`src/rtl/usr_pkg.sv`:
```
// usr_pkg: shared definitions for the usr command sequencer.
//   op_e    - command opcodes carried on cmd_op (110/111 are illegal)
//   SEL_*   - mode-select encodings understood by the usr register
//   state_e - sequencer FSM states
package usr_pkg;

  typedef enum logic [2:0] {
    OP_NOP  = 3'b000,
    OP_LOAD = 3'b001,
    OP_SHL  = 3'b010,
    OP_SHR  = 3'b011,
    OP_ROL  = 3'b100,
    OP_ROR  = 3'b101
  } op_e;

  localparam logic [1:0] SEL_HOLD = 2'b00;
  localparam logic [1:0] SEL_SHR  = 2'b01;
  localparam logic [1:0] SEL_SHL  = 2'b10;
  localparam logic [1:0] SEL_LOAD = 2'b11;

  typedef enum logic [1:0] {
    ST_IDLE  = 2'b00,
    ST_LOAD  = 2'b01,
    ST_SHIFT = 2'b10,
    ST_DONE  = 2'b11
  } state_e;

endpackage

```
`src/rtl/usr_ctrl_if.sv`:
```
// usr_ctrl_if: host-side command handshake and completion status.
//   master modport - host: drives cmd_valid/op/cnt/data, sees ready and status
//   slave modport  - sequencer: the reverse
interface usr_ctrl_if #(
  parameter int WIDTH = 4,
  parameter int CNT_W = 3
);
  logic             cmd_valid;
  logic             cmd_ready;
  logic [2:0]       cmd_op;
  logic [CNT_W-1:0] cmd_cnt;
  logic [WIDTH-1:0] cmd_data;
  logic             busy;
  logic             done;
  logic             cmd_err;
  logic [WIDTH-1:0] result;

  modport master (
    output cmd_valid, cmd_op, cmd_cnt, cmd_data,
    input  cmd_ready, busy, done, cmd_err, result
  );

  modport slave (
    input  cmd_valid, cmd_op, cmd_cnt, cmd_data,
    output cmd_ready, busy, done, cmd_err, result
  );
endinterface

```
`src/rtl/usr_ctrl.sv`:
```
// usr_ctrl: command sequencer for a single usr instance.
//   clk, rst_n   - clock; synchronous active-low reset
//   cmd          - command handshake and status (usr_ctrl_if slave)
//   ser_in       - serial fill bit for SHL/SHR
//   usr_q        - current usr contents
//   usr_sel      - usr mode select (registered)
//   usr_ip       - usr parallel data (registered)
//   usr_left_s   - bit entering usr LSB on left shift (combinational)
//   usr_right_s  - bit entering usr MSB on right shift (combinational)
//   ser_out      - bit leaving usr on the current shift (combinational)
module usr_ctrl
  import usr_pkg::*;
#(
  parameter int WIDTH = 4,
  parameter int CNT_W = 3
) (
  input  logic             clk,
  input  logic             rst_n,
  usr_ctrl_if.slave        cmd,
  input  logic             ser_in,
  input  logic [WIDTH-1:0] usr_q,
  output logic [1:0]       usr_sel,
  output logic [WIDTH-1:0] usr_ip,
  output logic             usr_left_s,
  output logic             usr_right_s,
  output logic             ser_out
);

  state_e           state_q, state_d;
  logic [2:0]       op_q, op_d;
  logic [CNT_W-1:0] cnt_q, cnt_d;
  logic [1:0]       sel_q, sel_d;
  logic [WIDTH-1:0] ip_q, ip_d;
  logic             busy_q, busy_d;
  logic             done_q, done_d;
  logic             err_q, err_d;
  logic [WIDTH-1:0] result_q, result_d;
  logic [WIDTH-1:0] usr_nxt;
  logic             left_mode, right_mode;

  // Serial lines only matter while a shift is being applied.
  assign left_mode   = (state_q == ST_SHIFT) && (op_q == OP_SHL || op_q == OP_ROL);
  assign right_mode  = (state_q == ST_SHIFT) && (op_q == OP_SHR || op_q == OP_ROR);
  assign usr_left_s  = left_mode  ? ((op_q == OP_ROL) ? usr_q[WIDTH-1] : ser_in) : 1'b0;
  assign usr_right_s = right_mode ? ((op_q == OP_ROR) ? usr_q[0]       : ser_in) : 1'b0;
  assign ser_out     = left_mode ? usr_q[WIDTH-1] : (right_mode ? usr_q[0] : 1'b0);

  // The value usr will hold after this edge. result is captured from this on
  // the edge entering DONE so it is already valid while done is high.
  always_comb begin
    case (sel_q)
      SEL_SHR:  usr_nxt = {usr_right_s, usr_q[WIDTH-1:1]};
      SEL_SHL:  usr_nxt = {usr_q[WIDTH-2:0], usr_left_s};
      SEL_LOAD: usr_nxt = ip_q;
      default:  usr_nxt = usr_q;
    endcase
  end

  always_comb begin
    state_d  = state_q;
    op_d     = op_q;
    cnt_d    = cnt_q;
    sel_d    = sel_q;
    ip_d     = ip_q;
    busy_d   = busy_q;
    done_d   = 1'b0;
    err_d    = 1'b0;
    result_d = result_q;
    case (state_q)
      ST_IDLE: begin
        if (cmd.cmd_valid) begin
          op_d   = cmd.cmd_op;
          cnt_d  = cmd.cmd_cnt;
          ip_d   = cmd.cmd_data;
          busy_d = 1'b1;
          case (cmd.cmd_op)
            OP_LOAD: begin
              state_d = ST_LOAD;
              sel_d   = SEL_LOAD;
            end
            OP_SHL, OP_ROL, OP_SHR, OP_ROR: begin
              if (cmd.cmd_cnt != '0) begin
                state_d = ST_SHIFT;
                sel_d   = (cmd.cmd_op == OP_SHL || cmd.cmd_op == OP_ROL) ? SEL_SHL : SEL_SHR;
              end else begin
                state_d  = ST_DONE;
                done_d   = 1'b1;
                result_d = usr_nxt;
              end
            end
            OP_NOP: begin
              state_d  = ST_DONE;
              done_d   = 1'b1;
              result_d = usr_nxt;
            end
            default: begin
              state_d  = ST_DONE;
              done_d   = 1'b1;
              err_d    = 1'b1;
              result_d = usr_nxt;
            end
          endcase
        end
      end
      ST_LOAD: begin
        state_d  = ST_DONE;
        sel_d    = SEL_HOLD;
        done_d   = 1'b1;
        result_d = usr_nxt;
      end
      ST_SHIFT: begin
        // cnt_q holds the steps remaining including the current one.
        if (cnt_q == CNT_W'(1)) begin
          state_d  = ST_DONE;
          sel_d    = SEL_HOLD;
          done_d   = 1'b1;
          result_d = usr_nxt;
        end else begin
          cnt_d = cnt_q - CNT_W'(1);
        end
      end
      default: begin
        state_d = ST_IDLE;
        busy_d  = 1'b0;
      end
    endcase
  end

  always_ff @(posedge clk) begin
    if (!rst_n) begin
      state_q  <= ST_IDLE;
      op_q     <= '0;
      cnt_q    <= '0;
      sel_q    <= SEL_HOLD;
      ip_q     <= '0;
      busy_q   <= 1'b0;
      done_q   <= 1'b0;
      err_q    <= 1'b0;
      result_q <= '0;
    end else begin
      state_q  <= state_d;
      op_q     <= op_d;
      cnt_q    <= cnt_d;
      sel_q    <= sel_d;
      ip_q     <= ip_d;
      busy_q   <= busy_d;
      done_q   <= done_d;
      err_q    <= err_d;
      result_q <= result_d;
    end
  end

  assign cmd.cmd_ready = (state_q == ST_IDLE);
  assign cmd.busy      = busy_q;
  assign cmd.done      = done_q;
  assign cmd.cmd_err   = err_q;
  assign cmd.result    = result_q;
  assign usr_sel       = sel_q;
  assign usr_ip        = ip_q;

endmodule

```
`src/flat_wrapper.sv`:
```
// flat-port wrapper written by rule: the top's interface ports become plain ports
module usr_ctrl_flat import usr_pkg::*;
#(
  parameter int WIDTH = 4,
  parameter int CNT_W = 3
)
  (clk, rst_n, ser_in, usr_q, usr_sel, usr_ip, usr_left_s, usr_right_s, ser_out, cmd_cmd_valid, cmd_cmd_op, cmd_cmd_cnt, cmd_cmd_data, cmd_cmd_ready, cmd_busy, cmd_done, cmd_cmd_err, cmd_result);
  usr_ctrl_if #(.WIDTH(WIDTH), .CNT_W(CNT_W)) cmd_i ();
  input  logic clk;
  input  logic rst_n;
  input  logic ser_in;
  input  logic [WIDTH-1:0] usr_q;
  output logic [1:0] usr_sel;
  output logic [WIDTH-1:0] usr_ip;
  output logic usr_left_s;
  output logic usr_right_s;
  output logic ser_out;
  input wire logic [$bits(cmd_i.cmd_valid)-1:0] cmd_cmd_valid;
  input wire logic [$bits(cmd_i.cmd_op)-1:0] cmd_cmd_op;
  input wire logic [$bits(cmd_i.cmd_cnt)-1:0] cmd_cmd_cnt;
  input wire logic [$bits(cmd_i.cmd_data)-1:0] cmd_cmd_data;
  output wire logic [$bits(cmd_i.cmd_ready)-1:0] cmd_cmd_ready;
  output wire logic [$bits(cmd_i.busy)-1:0] cmd_busy;
  output wire logic [$bits(cmd_i.done)-1:0] cmd_done;
  output wire logic [$bits(cmd_i.cmd_err)-1:0] cmd_cmd_err;
  output wire logic [$bits(cmd_i.result)-1:0] cmd_result;
  assign cmd_i.cmd_valid = cmd_cmd_valid;
  assign cmd_i.cmd_op = cmd_cmd_op;
  assign cmd_i.cmd_cnt = cmd_cmd_cnt;
  assign cmd_i.cmd_data = cmd_cmd_data;
  assign cmd_cmd_ready = cmd_i.cmd_ready;
  assign cmd_busy = cmd_i.busy;
  assign cmd_done = cmd_i.done;
  assign cmd_cmd_err = cmd_i.cmd_err;
  assign cmd_result = cmd_i.result;
  usr_ctrl #(.WIDTH(WIDTH), .CNT_W(CNT_W)) u_core (.clk(clk), .rst_n(rst_n), .cmd(cmd_i), .ser_in(ser_in), .usr_q(usr_q), .usr_sel(usr_sel), .usr_ip(usr_ip), .usr_left_s(usr_left_s), .usr_right_s(usr_right_s), .ser_out(ser_out));
endmodule
```
`config.mk`:
```
export PLATFORM = sky130hd
export DESIGN_NAME = usr_ctrl_flat
export DESIGN_NICKNAME = d
export VERILOG_FILES = /design/src/rtl/usr_pkg.sv /design/src/rtl/usr_ctrl_if.sv /design/src/rtl/usr_ctrl.sv /design/src/flat_wrapper.sv
export SDC_FILE = /design/constraint.sdc
export NUM_CORES = 1
export LEC_CHECK = 0
export CORE_ASPECT_RATIO = 0.5
export CORE_UTILIZATION = 47
export DETAILED_ROUTE_END_ITERATION = 8
export GPL_ROUTABILITY_DRIVEN = 0
export PLACE_DENSITY = 0.75
export REMOVE_ABC_BUFFERS = 1
export SYNTH_ARGS = -nofsm -noshare
export SYNTH_HDL_FRONTEND = slang
export SYNTH_SLANG_ARGS = --single-unit
```
`constraint.sdc`:
```
create_clock -name clk -period 2 [get_ports clk]
set_input_delay 0.5 -clock clk [delete_from_list [all_inputs] [get_ports clk]]
set_output_delay 0.5 -clock clk [all_outputs]
set_load 0.02 [all_outputs]
```
After elaboration in Yosys (flattened, before gate mapping)

Cells that the tools add are included.

Add/sub/neg operators: 1
Bitwise gates (word level): 1
Eq/ne operators: 22
Reductions and logical operators: 20
Muxes and demuxes: 34

Operator list:

| operator           | count |
|---|---|
| $pmux 4 s3         | 2 |
| $eq 3x2->1 const B | 4 |
| $eq 3x3->1 const B | 4 |
| $mux 1             | 12 |
| $mux 2             | 6 |
| $mux 4             | 3 |
| $pmux 2 s3         | 2 |
| $reduce_and 5->1   | 2 |
| $ne 2x2->1 const B | 4 |
| $pmux 2 s2         | 2 |
| $pmux 4 s2         | 1 |
| $eq 2x2->1 const B | 3 |
| $eq 3x1->1 const B | 2 |
| $mux 3             | 2 |
| $pmux 3 s2         | 1 |
| $reduce_and 2->1   | 3 |
| $reduce_and 3->1   | 2 |
| $reduce_bool 3->1  | 2 |
| $reduce_or 6->1    | 1 |
| $eq 2x1->1 const B | 2 |
| $pmux 1 s2         | 2 |
| $reduce_or 4->1    | 1 |
| $logic_not 3->1    | 1 |
| $logic_or 1x1->1   | 3 |
| 10 further kinds   | 11 |

Output and inout port bits: 17
Register bits after elaboration: 21

Logic depth before layout (Yosys ltp)

Gate-level depths: netlist (run 1).

Depth in word-level cells: 9
Depth in mapped cells: 7

Worst setup path before layout (run 1)

Ideal clock, no wire load.

Path kind: register to register
Start point: register u_core.state_q[0]
End point: register u_core.result_q[0], in the netlist u_core.cmd.result[0]
Arrival: 1815 ps
Stages on the path, launching flop included: 8
Setup slack: 120 ps
Clock period less this slack: 1880 ps
Library setup time: 65 ps
Required time: 1935 ps
Cell sequence: dfxtp_1 inv_1 ha_1 inv_1 a211oi_1 mux4_1 mux2i_1 nor2b_1

Cells in the longest elaborated chain, start to end: 8
Elaborated cells on any way between the ends: 17
Those cells by class: eq/ne: 6; mux: 7; reduce/logical: 4

RTL lines:

| what                     | line               | RTL |
|---|---|---|
| start: declaration       | usr_ctrl.sv:29     | `state_e state_q, state_d;` |
| start signal: assignment | usr_ctrl.sv:141    | `state_q <= state_d;` |
| $eq 2x2->1 (*)           | usr_ctrl.sv:42     | `assign left_mode = (state_q == ST_SHIFT) && (op_q == OP_SHL \|\| op_q == OP_ROL);` |
| $logic_and 1x1->1 (*)    | usr_ctrl.sv:42     |  |
| $mux 1 (*)               | usr_ctrl.sv:44     | `assign usr_left_s = left_mode ? ((op_q == OP_ROL) ? usr_q[WIDTH-1] : ser_in) : 1'b0;` |
| named net usr_left_s     | flat_wrapper.sv:15 | `output logic usr_left_s;` |
| $pmux 4 s3 (*)           | usr_ctrl.sv:51     | `case (sel_q)` |
| $mux 4                   | usr_ctrl.sv:82     | `if (cmd.cmd_cnt != '0) begin` |
| $pmux 4 s2               | usr_ctrl.sv:76     | `case (cmd.cmd_op)` |
| $mux 4                   | usr_ctrl.sv:71     | `if (cmd.cmd_valid) begin` |
| $pmux 4 s3 (*)           | usr_ctrl.sv:69     | `case (state_q)` |
| end signal: assignment   | usr_ctrl.sv:149    | `result_q <= result_d;` |
| end: declaration         | usr_ctrl.sv:37     | `logic [WIDTH-1:0] result_q, result_d;` |

The timed path passes the listed nets; every way through them passes the cells marked *. The select of a mux whose other input is x is not followed.
A chain may end at the register's enable or synchronous reset.

Worst setup path after layout (run 1)

Start point: input port cmd_cmd_op[2]
End point: register u_core.result_q[2], in the netlist u_core.cmd.result[2]

Cells in the longest elaborated chain, start to end: 5
Elaborated cells on any way between the ends: 12
Those cells by class: eq/ne: 7; mux: 3; reduce/logical: 2

RTL lines:

| what                                            | line               | RTL |
|---|---|---|
| start: declaration                              | flat_wrapper.sv:19 | `input wire logic [$bits(cmd_i.cmd_op)-1:0] cmd_cmd_op;` |
| $eq 3x2->1 / $eq 3x3->1 (equally long branches) | usr_ctrl.sv:76     |  |
| $reduce_or 4->1                                 | usr_ctrl.sv:76     |  |
| $pmux 4 s2                                      | usr_ctrl.sv:76     |  |
| $mux 4                                          | usr_ctrl.sv:71     |  |
| $pmux 4 s3                                      | usr_ctrl.sv:69     |  |

Parallel ways exist; a longest one is shown, timed or not. The select of a mux whose other input is x is not followed.

==> qor.yml, run 1 <==
sta:
  hold_viol_final: 0
  grt_setup_unrepaired: "no"
  holdWs_ps: 484
  period_minus_slack_ps: 1920
  setup_tns_ps: 0
  max_slew_margin: 0.723
  post-route-period-util: 0.961
  finalSetupViolCount: 0
  tightest_slew_ps: 412
  final.setup_skew_ps: 0.939
  setup_ws_ps: 77.1
  slew_violations: 0
  max_freq_mhz: 520
synthesis:
  synth-seq-cells: 21
  ys_warn_count: 0
  synth_edf_count: 0
  synthFlopType: "dfxtp_1"
  synth_top_area_frac: 0.345
  async_reset_ff_frac: 0
  yosysTopAreaCell: "dfxtp_1"
  syn_inst: 131
  yosysSeqAreaShare: 0.345
  ys_top_cells_by_area: "dfxtp_1 (34%), ha_1 (6.2%), nand2_1 (5.8%)"
  ys_types: 36
  syn_avg_cell_area_um2: 9.31
  syn-cell-area_mm2: 0.00122
global_routing:
  overflow: 0
  grt_usage: 0.227
  grt_pass1_wl_um: 4590
  grt_pass1_vias: 984
  grt_antenna_before_repair: 0
  grt_max_degree: 24
power:
  power_leakage_nw: 0.761
  p_per_area_mw_per_mm2: 1260
  worst_ir_drop_vdd_uv: 695
  total_power_mw: 2.27
drt:
  drt-total-wl_um: 2930
  route.detailed.drc: 0
  vias: 1154
  drt_first_pass_iters: 4
  drt_iter0_drc: 43
  detail-route-antenna-nets: 0
  wl_per_cell_um: 13.2
  viasPerCell: 5.20
setup_path:
  slowest_delay_ps: 540
  critical_path_class: "primary input to flip-flop"
  crit_required_ps: 2160
  slowest_stage: "clkdlybuf4s50_1"
  path_cells: "clkdlybuf4s50_1, nor4b_4, o32ai_1, a211o_4, mux2i_1, nor2b_1"
  r2r_end: "u_core.cmd.result[3]"
  reg2regPathDepth: 9
  critPathLaunchType: "primary input"
  crit_path_max_fanout: 4
  arrival_ps: 2080
  cp-end-kind: "flip-flop"
  ff2ff_setup_slack_ps: 100
  r2r_start: "u_core.state_q[0]"
hold_path:
  min_to: "u_core.usr_ip[3]"
  worstHoldPathType: "flip-flop to flip-flop"
  min_from: "u_core.usr_ip[3]"
  whs_path_depth: 2
clock_tree:
  clkSinkCount: 21
  cts_tree: "yes"
  cts_hold_buf: 0
  cts_buffers: 3
  clk_path_buf_depth: 2
  h-tree-depth: 1
  path_clk_slew_ps: 80
  root_buffer: "clkbuf_8"
  insertion_delay_ps: 260
  post_cts_buffers: 0
die:
  die-area_mm2: 0.00282
  die_h_um: 38.0
  io_pins: 35
  start_util: 0.524
  core_area_mm2: 0.00233
  chipWidth_um: 74.1
  rows: 12
job:
  max-cap-violations: 0
cells_and_area:
  layout.nets: 212
  final_layout_size_suffix_gt1_frac: 0.198
  diodes: 0
  areaGrowthSynthToFinish_pct: 48.0
  n_fill_cell: 176
  final_util: 0.776
placed_design:
  port-buffer-count: 34
  dp_hpwl_um: 2220
  post-place-ws_ps: -603
run_status:
  status: "finished, final reports clean"
-- stage by stage --
step / instances / instance area, um^2
after global placement: 218 / 1750
after CTS: 222 / 1790
after detailed placement: 218 / 1750
final: 222 / 1810
after global routing: 222 / 1810
after floorplan: 127 / 1200
-- area by class of cell --
type / count / area [um^2] / share of cell area
clock buffers: 3 / 41.3 / 0.0229
multi-input cells: 99 / 766 / 0.424
inverters: 7 / 26.3 / 0.0146
well taps: 35 / 43.8 / 0.0243
repair buffers: 56 / 503 / 0.279
clock inverters: 1 / 5.00 / 0.00277
flip-flops and latches: 21 / 420 / 0.233
-- kinds of logic after synthesis --
family	share of synthesized area
and+or+nand+nor	0.205
adders and majority gates	0.0615
AOI/OAI and AO/OA	0.211
DFF	0.345
xor gates and xnor gates	0.0144
buffers and inverters	0.0380
muxes	0.125
-- cells in the mapped netlist (2+ instances only) --
library cell,count
inv_1,7
xnor2_1,2
nand2_1,19
nand3_1,3
clkbuf_1,2
nor2b_1,6
nor3_1,2
a211oi_1,4
and2_1,2
dfxtp_1,21
mux2i_1,5
mux4_4,2
o21ai_0,6
mux4_1,2
o31ai_1,2
o211ai_1,3
ha_1,6
a21boi_0,8
nor2_1,6
nand2b_1,2
a21oi_1,4
nand3b_1,3
-- where the power goes --
part	internal [mW]	leakage, nW	switching [mW]	total, mW
clock network	0.139	0.0255	0.150	0.289
logic	0.670	0.562	0.694	1.36
registers	0.549	0.173	0.0727	0.621
-- cells in the final DEF, fill, tap and decap left out, drive strengths merged, types with 2 or more instances in the layout --
master and count:
xnor2 2, a211o 2, nor3 2, nand3 3
inv 7, mux2i 5, clkbuf 3, o31ai 2
nor2 6, buf 25, mux4 4, nand2b 2
ha 6, a21oi 4, dlymetal6s2s 4, nand2 19
a21boi 8, and2 2, dlygate4sd2 2, o211ai 3
nand3b 3, o21ai 7, clkdlybuf4s50 25, dfxtp 21
a211oi 4, nor2b 6
-- registers in the layout (all words and copies together) (netlist names) --
register	count
u_core.usr_sel	2
u_core.cmd.busy	1
u_core.cnt_q	3
u_core.op_q	3
u_core.cmd.cmd_err	1
u_core.usr_ip	4
u_core.cmd.result	4
u_core.state_q	2
u_core.cmd.done	1
-- worst max-delay path: cells and delay by family --
kind	cells	cell delay, ps
buf+inv	1	540
compound gates	2	540
simple gates	2	310
mux	1	190
-- worst max path at each step --
| stage | startpoint | end | slack (ps) |
|---|---|---|---|
| after floorplan | u_core.state_q[0] | u_core.cmd.result[0] | 120 |
| after CTS | ser_in | usr_left_s | 20 |
| after global placement | usr_q[3] | usr_left_s | -570 |
| after detailed placement | usr_q[3] | usr_left_s | -600 |
| final | cmd_cmd_op[2] | u_core.cmd.result[2] | 80 |
| after global routing | cmd_cmd_op[2] | u_core.cmd.result[1] | 5 |
-- per-layer routing --
layer | share of wire | GRT usage | vias to the layer above
li1 | - | - | 588
met1 | 0.51 | 0.306 | 534
met2 | 0.44 | 0.373 | 28
met3 | 0.042 | 0.0632 | 4
met4 | 0.0058 | 0.0288 | 0
met5 | 0 | 0 | -
-- timing repair --
item | 4_1_cts | 5_1_grt
endpoints found under the setup margin | 4 | 5
cloned | 0 | 0
gates resized for setup | 20 | 5
pin swaps | 0 | 2
No activity file was read; power rests on OpenSTA's default activity.
==> run 2: changes to the inputs <==
- CELL_PAD_IN_SITES_DETAIL_PLACEMENT: unset -> 0
- CELL_PAD_IN_SITES_GLOBAL_PLACEMENT: unset -> 2
- CORE_MARGIN: unset -> 2
- CORE_UTILIZATION: 47 -> 28
==> run 2 against run 1 <==
Compared with the run above: setup slack got worse by 31 ps; flip-flop and latch count unchanged; clock power hardly changed; maximum frequency shrank 1.6%; first-iteration DRC count increased by 60%; largest cell class unchanged.
==> qor.yml, run 2 (synthesis results as in run 1) <==
run_status:
  status: "finished, final reports clean"
drt:
  wl_per_cell_um: 13.7
  vias: 1133
  viasPerCell: 4.64
  detail-route-antenna-nets: 0
  drt-total-wl_um: 3350
  drt_first_pass_iters: 4
  drt_iter0_drc: 69
  route.detailed.drc: 0
global_routing:
  grt_max_degree: 24
  grt_usage: 0.145
  grt_pass1_vias: 1107
  overflow: 0
  grt_pass1_wl_um: 5580
  grt_antenna_before_repair: 0
setup_path:
  crit_path_max_fanout: 3
  slowest_stage: "clkdlybuf4s50_1"
  crit_required_ps: 1500
  slowest_delay_ps: 510
  path_cells: "clkdlybuf4s50_1, mux2i_1, nor3_1, buf_2"
  path_delay_family: "buffers and inverters"
  critPathLaunchType: "primary input"
  critical_path_class: "primary input to primary output"
  critPathBufInv: 2
  cp-end-kind: "primary output"
  arrival_ps: 1450
placed_design:
  port-buffer-count: 34
  dpl_cell_area_mm2: 0.00181
  dp_hpwl_um: 2670
  dp.cells: 240
cells_and_area:
  areaGrowthSynthToFinish_pct: 51.5
  final_cell_mix: "clkdlybuf4s50_1 (28), buf_4 (26), dfxtp_1 (21), nand2_1 (19), a21boi_0 (8)"
  layout.nets: 215
  diodes: 0
  fin_area_mm2: 0.00185
  final_util: 0.457
  layout_commonest_cell: "clkdlybuf4s50_1"
  final_layout_size_suffix_gt1_frac: 0.200
  n_fill_cell: 398
  stdcell_count: 244
sta:
  max_slew_margin: 0.692
  hold_viol_final: 0
  period_minus_slack_ps: 1950
  grt_setup_unrepaired: "no"
  slew_violations: 0
  final.setup_skew_ps: 6.85
  finalSetupViolCount: 0
  tightest_slew_ps: 458
  post-route-period-util: 0.977
  max_freq_mhz: 512
clock_tree:
  post_cts_buffers: 0
  h-tree-depth: 1
  cts_tree: "yes"
  root_buffer: "clkbuf_8"
  cts_buffers: 3
  insertion_delay_ps: 260
  clk_path_buf_depth: 2
  clkSinkCount: 21
  path_clk_slew_ps: 80
die:
  io_pins: 35
  die_h_um: 50.7
  start_util: 0.302
  chipWidth_um: 97.3
  die-area_mm2: 0.00493
  core_area_mm2: 0.00404
  rows: 16
hold_path:
  worstHoldPathType: "flip-flop to flip-flop"
job:
  max-cap-violations: 0
power:
  worst_ir_drop_vdd_uv: 318
  p_per_area_mw_per_mm2: 1240
  power_leakage_nw: 0.745
-- run 2: cell count changes in the layout (fill, tap and decap cells not counted) --
cell             change
clkbuf_1             +1
mux2i_2              -1
dlymetal6s2s_1       -4
buf_4                +2
clkdlybuf4s50_1      +3
buf_12               +1
mux2i_1              +1
dlygate4sd2_1        +1
clkinv_2             -1
-- run 2: what timing repair did --
action / CTS / global route
gates cloned: 0 / 0
pin swaps: 1 / 0
setup endpoints to repair: 4 / 1
gates resized for setup: 19 / 2
hold buffers: 0 / 0
-- run 2: area by class of cell --
class                      count  area, um^2  share of cell area
clock buffer                   4        45.0              0.0244
multi-input combinational     99         762               0.412
timing repair buffer          59         527               0.285
sequential                    21         420               0.227
tap                           54        67.6              0.0366
inverter                       7        26.3              0.0142
-- run 2: tightest hold or removal path, stage by stage (launching register included) --
cell and delay (ps):
dfxtp_1 340, a21oi_1 40, nor2_1 70
-- run 2: stage by stage --
stage	setup WS [ps]	power [mW]	TNS, ps	hold WS [ps]
CTS	2.58	2.31	0	484
global placement	-516	2.03	-2180	456
floorplan	120	1.42	0	466
global route	16.8	2.49	0	530
finish	46.0	2.29	0	482
detailed placement	-586	2.03	-2350	465
-- run 2: path summary, 6_finish.rpt --
| path | startpoint | endpoint | slack, ps | cells after the start |
|---|---|---|---|---|
| min | u_core.cmd.busy | u_core.cmd.busy | 480 | 2 |
| max | usr_q[0] | ser_out | 50 | 4 |
| max reg2reg | u_core.state_q[0] | u_core.cnt_q[0] | 210 | 8 |
| min reg2reg | u_core.cmd.busy | u_core.cmd.busy | 480 | 2 |
-- run 2: routing by layer --
| layer | global-route usage | routed length, um |
|---|---|---|
| met5 | 0 | 0 |
| met4 | 0.0278 | 24 |
| met3 | 0.0348 | 65 |
| met2 | 0.213 | 1380 |
| met1 | 0.215 | 1880 |
-- run 2: power by group --
group	total (mW)	internal, mW	switching, mW	leakage [nW]
clock network	0.287	0.142	0.145	0.0228
registers	0.625	0.549	0.0766	0.173
logic	1.38	0.689	0.691	0.549
==> run 3: changes to the inputs <==
- PLACE_DENSITY: 0.75 -> unset
- PLACE_DENSITY_LB_ADDON: unset -> 0.12
==> run 3 against run 2 <==
Compared with the run above: maximum frequency grew 2.4%; cell count is the same; die area is the same; global-route usage is essentially flat; first-iteration DRC count shrank 54%; cell area shrank 0.20%; largest cell class unchanged; largest power group unchanged.
==> qor.yml, run 3 (synthesis results as in run 1) <==
job:
  max-cap-violations: 0
clock_tree:
  root_buffer: "clkbuf_8"
  h-tree-depth: 1
  clkSinkCount: 21
  clk_path_buf_depth: 2
  cts_tree: "yes"
  cts_buffers: 3
  cts_hold_buf: 0
  path_clk_slew_ps: 80
  post_cts_buffers: 0
  insertion_delay_ps: 270
setup_path:
  path_cells: "clkdlybuf4s50_1"
  path_delay_family: "buffers and inverters"
  cp-end-kind: "primary output"
  critPathLaunchType: "flip-flop"
  critical_path_class: "flip-flop to primary output"
  ff2ff_setup_slack_ps: 210
  arrival_ps: 1410
  r2r_start: "u_core.state_q[0]"
  slowest_stage: "clkdlybuf4s50_1"
  critPathBufInv: 1
  reg2regPathDepth: 8
  r2r_end: "u_core.cmd.result[3]"
  crit_path_max_fanout: 6
  crit_required_ps: 1500
  slowest_delay_ps: 660
sta:
  max_slew_margin: 0.724
  grt_setup_unrepaired: "no"
  tightest_slew_ps: 409
  final.setup_skew_ps: 5.29
  holdWs_ps: 484
  hold_viol_final: 0
  period_minus_slack_ps: 1910
  post-route-period-util: 0.954
  slew_violations: 0
  finalSetupViolCount: 0
  max_freq_mhz: 524
cells_and_area:
  final_util: 0.456
  fin_area_mm2: 0.00184
  regArea_um2: 420
  final_layout_size_suffix_gt1_frac: 0.211
  layout_commonest_cell: "buf_4"
  final_cell_mix: "buf_4 (27), clkdlybuf4s50_1 (26), dfxtp_1 (21), nand2_1 (19), a21boi_0 (8)"
  multi_input_area_um2: 764
  diodes: 0
  n_fill_cell: 410
  areaGrowthSynthToFinish_pct: 51.2
  layout.nets: 215
drt:
  vias: 1155
  drt_iter0_drc: 32
  viasPerCell: 4.73
  detail-route-antenna-nets: 0
  route.detailed.drc: 0
  wl_per_cell_um: 13.3
  drt-total-wl_um: 3250
  drt_first_pass_iters: 5
die:
  rows: 16
  die-area_mm2: 0.00493
  chipWidth_um: 97.3
  io_pins: 35
  start_util: 0.302
  die_h_um: 50.7
  core_area_mm2: 0.00404
hold_path:
  whs_path_depth: 2
  min_from: "u_core.cmd.busy"
  min_to: "u_core.cmd.busy"
  worstHoldPathType: "flip-flop to flip-flop"
placed_design:
  dp_hpwl_um: 2530
  port-buffer-count: 34
  dpl_cell_area_mm2: 0.00180
global_routing:
  grt_pass1_vias: 1149
  grt_max_degree: 24
  grt_antenna_before_repair: 0
  overflow: 0
  grt_pass1_wl_um: 5580
  grt_usage: 0.145
power:
  p_per_area_mw_per_mm2: 1240
  worst_ir_drop_vdd_uv: 466
  power_leakage_nw: 0.758
run_status:
  status: "finished, final reports clean"
[run 3: cell count changes in the layout (fill, tap and decap cells not counted)]
cell	change
buf_4	+1
buf_12	-1
clkbuf_1	-1
dlymetal6s2s_1	+2
ha_1	-1
clkdlybuf4s50_1	-2
clkinv_2	+1
ha_2	+1
[run 3: area by class of cell]
cell class	instances	share of cell area
Inverter	7	0.0142
Multi-Input combinational cell	99	0.415
Clock inverter	1	0.00271
Clock buffer	3	0.0224
Timing Repair Buffer	59	0.282
Sequential cell	21	0.228
Tap cell	54	0.0366
[run 3: routing by layer]
layer  track usage  routed length, um  vias to the layer above
met5             0                  0                        -
li1              -                  -                      594
met4        0.0208                 11                        0
met1         0.195               1730                      536
met2         0.231               1340                       23
met3        0.0501                168                        2
[run 3: per-stage QoR]
step           TNS [ps]  cells  setup slack [ps]  power (mW)
3_3_place_gp      -2690    240              -586        2.01
2_1_floorplan         0    127               120        1.42
4_1_cts               0    244              7.43        2.31
3_5_place_dp      -2800    240              -632        2.02
5_1_grt               0    244              13.6        2.50
6_report              0    244              91.7        2.29
[run 3: worst register-to-register path: stages (launching register included)]
cell	delay [ps]
dfxtp_1	340
inv_1	60
ha_1	200
buf_4	160
nand2_1	80
a21oi_2	40
mux4_4	590
mux2i_1	160
nor2b_1	60
[run 3: how the worst max path moves through the flow]
stage | from | end | slack [ps] | depth (start not counted)
global placement | usr_q[3] | usr_left_s | -590 | 4
finish | u_core.usr_sel[0] | usr_sel[0] | 90 | 1
floorplan | u_core.state_q[0] | u_core.cmd.result[0] | 120 | 7
global route | u_core.usr_sel[1] | usr_sel[1] | 10 | 1
detailed placement | usr_q[3] | usr_left_s | -630 | 4
CTS | usr_q[0] | usr_right_s | 7 | 4
[run 3: power breakdown]
| part | internal [mW] | total, mW | switching (mW) |
|---|---|---|---|
| Sequential | 0.549 | 0.647 | 0.0980 |
| Clock | 0.139 | 0.291 | 0.152 |
| Combinational | 0.682 | 1.35 | 0.666 |
| Total | 1.37 | 2.29 | 0.916 |
[run 3: repair_timing]
item / 4_1_cts / 5_1_grt
endpoints found under the setup margin: 4 / 5
resized for setup: 19 / 5
pin swaps: 1 / 1
